File: config.mk
export PLATFORM = sky130hd
export DESIGN_NAME = tk_sync_rr_arbiter
export DESIGN_NICKNAME = d
export VERILOG_FILES = /design/src/rtl/tk_sync_rr_arbiter.sv
export SDC_FILE = /design/constraint.sdc
export NUM_CORES = 1
export LEC_CHECK = 0
export ABC_AREA = 0
export ABC_CLOCK_PERIOD_IN_PS = 1750
export CORE_MARGIN = 2
export CORE_UTILIZATION = 55
export DETAILED_ROUTE_END_ITERATION = 10
export PLACE_DENSITY = 0.85
export RECOVER_POWER = 50
export SYNTH_ARGS = -nofsm -noshare
export SYNTH_HDL_FRONTEND = slang
export SYNTH_SLANG_ARGS = --single-unit
File: constraint.sdc
create_clock -name clk -period 1.75 [get_ports clk]
set_input_delay 0.2625 -clock clk [delete_from_list [all_inputs] [get_ports clk]]
set_output_delay 0.2625 -clock clk [all_outputs]
set_load 0.01 [all_outputs]
File: src/rtl/tk_sync_rr_arbiter.sv
// Clocked round-robin arbiter sharing one four-phase resource channel among N
// four-phase requesters arriving from a self-timed domain through synchronisers.

module tk_sync_rr_sync #(
   parameter int STAGES = 2
) (
   input  logic clk,
   input  logic rst_n,
   input  logic d,
   output logic q
);

   logic [STAGES-1:0] chain;

   always_ff @(posedge clk or negedge rst_n) begin
      if (!rst_n) chain <= '0;
      else        chain <= {chain[STAGES-2:0], d};
   end

   assign q = chain[STAGES-1];

endmodule

module tk_sync_rr_arbiter #(
   parameter int N           = 4,
   parameter int SYNC_STAGES = 2,
   parameter int TIMEOUT     = 255,
   localparam int SW         = (N > 1) ? $clog2(N) : 1
) (
   input  logic          clk,
   input  logic          rst_n,
   input  logic [N-1:0]  req,
   output logic [N-1:0]  ack,
   output logic          res_req,
   input  logic          res_ack,
   output logic [SW-1:0] sel,
   output logic          busy,
   output logic          err
);

   localparam int CW = (TIMEOUT > 0) ? $clog2(TIMEOUT + 1) : 1;
   localparam logic [CW-1:0] WD_MAX = CW'(TIMEOUT);

   typedef enum logic [1:0] {IDLE, REQ_UP, ACK_UP, REQ_DN} state_t;

   state_t        state, state_nxt;
   logic [N-1:0]  req_s, ack_nxt;
   logic          res_ack_s, res_req_nxt, found, wd_active, wd_hit;
   logic [SW-1:0] ptr, ptr_nxt, sel_nxt, winner;
   logic [CW-1:0] wd_cnt, wd_nxt;
   int            scan;

   tk_sync_rr_sync #(.STAGES(SYNC_STAGES)) u_req_sync [N-1:0] (
      .clk   (clk),
      .rst_n (rst_n),
      .d     (req),
      .q     (req_s)
   );

   tk_sync_rr_sync #(.STAGES(SYNC_STAGES)) u_ack_sync (
      .clk   (clk),
      .rst_n (rst_n),
      .d     (res_ack),
      .q     (res_ack_s)
   );

   // First set request scanning upward from ptr, wrapping at N.
   always_comb begin
      found  = 1'b0;
      winner = '0;
      scan   = 0;
      for (int k = 0; k < N; k++) begin
         scan = int'(ptr) + k;
         if (scan >= N) scan = scan - N;
         if (!found && req_s[scan]) begin
            found  = 1'b1;
            winner = SW'(scan);
         end
      end
   end

   always_comb begin
      state_nxt   = state;
      sel_nxt     = sel;
      ack_nxt     = ack;
      res_req_nxt = res_req;
      ptr_nxt     = ptr;
      case (state)
         IDLE: if (found) begin
            state_nxt   = REQ_UP;
            sel_nxt     = winner;
            res_req_nxt = 1'b1;
         end
         REQ_UP: if (res_ack_s) begin
            state_nxt    = ACK_UP;
            ack_nxt      = '0;
            ack_nxt[sel] = 1'b1;
         end
         ACK_UP: if (!req_s[sel]) begin
            state_nxt   = REQ_DN;
            res_req_nxt = 1'b0;
         end
         REQ_DN: if (!res_ack_s) begin
            state_nxt = IDLE;
            ack_nxt   = '0;
            ptr_nxt   = (int'(sel) == N - 1) ? '0 : sel + 1'b1;
         end
         default: state_nxt = IDLE;
      endcase
   end

   // Watchdog only runs while waiting on the resource; it restarts on every
   // state change and saturates so err cannot be re-armed by wraparound.
   always_comb begin
      wd_active = (TIMEOUT != 0) && ((state == REQ_UP) || (state == REQ_DN));
      if (state_nxt != state)              wd_nxt = '0;
      else if (wd_active && wd_cnt != WD_MAX) wd_nxt = wd_cnt + 1'b1;
      else                                 wd_nxt = wd_cnt;
      wd_hit = wd_active && (state_nxt == state) && (wd_nxt == WD_MAX);
   end

   always_ff @(posedge clk or negedge rst_n) begin
      if (!rst_n) begin
         state   <= IDLE;
         sel     <= '0;
         ack     <= '0;
         res_req <= 1'b0;
         ptr     <= '0;
         busy    <= 1'b0;
         err     <= 1'b0;
         wd_cnt  <= '0;
      end else begin
         state   <= state_nxt;
         sel     <= sel_nxt;
         ack     <= ack_nxt;
         res_req <= res_req_nxt;
         ptr     <= ptr_nxt;
         busy    <= (state_nxt != IDLE);
         err     <= err | wd_hit;
         wd_cnt  <= wd_nxt;
      end
   end

endmodule

==> flow_summary.toml <==
[grt]
grt_pass1_wl_um = 4820
grt_pass1_vias = 1091
antenna_found_initial = 0
grt_max_degree = 32
grt.total_usage_pct = 20.1
grt-ovfl-total = 0

[final_layout]
antenna_cells = 0
fillers = 206
drive_gt1_share_pct = 15.0
stdcell_count = 191
fin_nets = 171
area_growth_pct = 18.5

[yosys]
synth_edf_count = 0
ys_async_sr_fraction_pct = 100
synth-adder-area-share_pct = 4.14
synth_top_family_by_area = "compound AO/OA/AOI/OAI gates"
netlist_instances = 139
avgSynthCellArea_um2 = 10.9
synth.mux.area_fraction_pct = 2.73
synthXorXnorAreaFrac_pct = 2.32
ys.flop_type = "dfrtp_1"
synth.largest_area_cell = "dfrtp_1"
synthSimpleGateAreaFrac_pct = 17.5
ys_seq_elements = 31
synth_area_leaders = "dfrtp_1 (51%), ha_1 (4.1%), nand2_1 (3.5%)"
synth_area_mm2 = 0.00151
ys_types = 42
synthesis.nets = 151
synth.top_cell.area_share_pct = 51.4
synth_compound_gate_area_share_pct = 18.1
synth_warnings = 0
yosysSeqAreaShare_pct = 51.4

[setup_path]
critPathArrivalTime_ns = 1.88
worstReg2RegStart = "wd_cnt[0]"
crit_path_start = "wd_cnt[0]"
reg2reg_slack_ns = 0.08
crit_type = "flop to flop"
critPathCapture = "err"
endpoint_kind = "flop"
cp_max_fo = 6
cp_data_required_time_ns = 1.96
worst_setup_path_start_kind = "flop"
r2r-end = "err"
r2r_cells = 6

[placement]
hpwl_um = 2010
placedCellCount = 183
port_buffers = 15
place_ws_ns = 0.0742
gp_congestion = 0.980

[timing]
finClkSkew_ns = 0.0195
tightest_slew_ns = 0.736
fin_crit_sh_pct = 95.5
period_minus_slack_ns = 1.67
finalSetupTns_ns = 0
hold_violations = 0
holdWs_ns = 0.336
slew_headroom_pct = 50.9
max_freq_mhz = 598
rsz0062_at_grt = "no"
report.final.slew_viol_count = 0
finalWorstSetupSlack_ns = 0.0781
setup_viol = 0

[cts]
cts_root_buf = "clkbuf_4"
clk_latency_ns = 0.34
clkSlewWorstSetupHoldPaths_ns = 0.11
post_cts_buffers = 0
htreeDepth = 2
cts_sinks = 31
cts_made_buffers = 5
tritoncts = "yes"
clk_path_buf_depth = 2

[power_and_ir_drop]
ir_drop_uv = 1040
leakage_nw = 0.790
total_power_mw = 2.58
power_density_mw_per_mm2 = 1440

[route]
drcViolationCount = 0
dr.pass1.iters = 4
drt_iter0_markers = 29
detail_route.wl_per_cell_um = 14.4
vias = 1133
drt.antenna.violating_nets = 0
viasPerCell = 5.93
wl_um = 2740

[hold_path]
hold_path.class = "flop to flop"

[die]
die_w_um = 56.4
num_rows = 19
core_mm2 = 0.00269
pin_count = 16
dieArea_mm2 = 0.00318
start_util_pct = 56.2
die_h_um = 56.4

[flow_run]
max_cap_viol_count = 0

[outcome]
status = "complete, no violations"
==> critical path, cell delays in order, from the launching register on <==
cell     delay, ns
dfrtp_1       0.42
ha_2          0.24
and4_2        0.27
nand2_2       0.11
xnor2_1       0.17
o22ai_1       0.12
a41o_1        0.23
==> synth_stat cells, types with 4 or more instances <==
library cell,number
nand3_1,7
nor2b_1,4
o21ai_0,9
a21oi_1,5
a31oi_1,5
nor2_1,7
ha_1,5
nand2_1,14
dfrtp_1,31
inv_1,7
==> how the worst min path moves through the flow <==
stage	from	to	slack (ns)	cells after the start
CTS	rst_n	ack[1]	0.31	2
global placement	u_req_sync[1].chain[0]	u_req_sync[1].chain[1]	0.33	0
global route	u_req_sync[3].chain[0]	u_req_sync[3].chain[1]	0.35	0
finish	u_req_sync[0].chain[0]	u_req_sync[0].chain[1]	0.34	0
floorplan	rst_n	ack[0]	-0.03	0
detailed placement	u_req_sync[0].chain[0]	u_req_sync[0].chain[1]	0.33	0
==> placed cells by master, fill, tap and decap left out, types with 3 or more instances in the layout <==
master,count
a21oi_1,5
a31oi_1,5
and3_1,3
clkbuf_4,5
clkdlybuf4s50_1,9
dfrtp_1,29
dlygate4sd3_1,6
ha_1,4
inv_1,7
nand2_1,14
nand3_1,7
nor2_1,7
nor2b_1,4
o21ai_0,9
xnor2_1,3
==> cells by family (layout without fill, tap and decap cells) <==
logic type / after synthesis / count (layout)
buf+inv: 12 / 33
simple gates: 48 / 48
mux: 4 / 4
compound gates: 35 / 35
xor+xnor: 4 / 4
flops: 31 / 31
fa+ha+maj: 5 / 5
==> what timing repair did <==
action / 4_1_cts / 5_1_grt
endpoints found under the setup margin: 0 / 1
hold buffers: 0 / 0
gates resized for setup: 0 / 6
==> power by group <==
group / internal, mW / switching, mW / total, mW
Sequential: 0.881 / 0.197 / 1.08
Combinational: 0.454 / 0.482 / 0.936
Clock: 0.337 / 0.234 / 0.571
Total: 1.67 / 0.913 / 2.58
==> per-layer routing <==
metal  routed length (um)  GRT usage, %  share of wire (%)
met1                 1210          24.2                 44
met2                 1330          32.4                 49
met4                   76          12.6                2.8
met5                    0             0                  0
met3                  125          4.84                4.6
==> per-stage QoR <==
| stage | instance area (um2) | util [%] |
|---|---|---|
| 2_1_floorplan | 1510 | - |
| 3_3_place_gp | 1690 | 62.9 |
| 3_5_place_dp | 1690 | 62.9 |
| 4_1_cts | 1780 | 66.1 |
| 5_1_grt | 1790 | 66.6 |
| 6_report | 1790 | 66.6 |
==> layout make-up <==
| class | count | area [um2] | share of cell area (%) |
|---|---|---|---|
| multi-input combinational | 96 | 689 | 38.5 |
| sequential | 31 | 778 | 43.5 |
| clock buffer | 6 | 51.3 | 2.87 |
| tap | 31 | 38.8 | 2.17 |
| clock inverter | 2 | 35.0 | 1.96 |
| timing repair buffer | 18 | 170 | 9.51 |
| inverter | 7 | 26.3 | 1.47 |
==> flip-flops by register name, summed over array words and instances, names as in the netlist <==
name / flops
ptr: 2
sel: 2
u_req_sync.chain: 8
state: 2
u_ack_sync.chain: 2
ack: 4
busy: 1
wd_cnt: 8
res_req: 1
err: 1
Note: power is estimated with default switching activity, not from simulation.
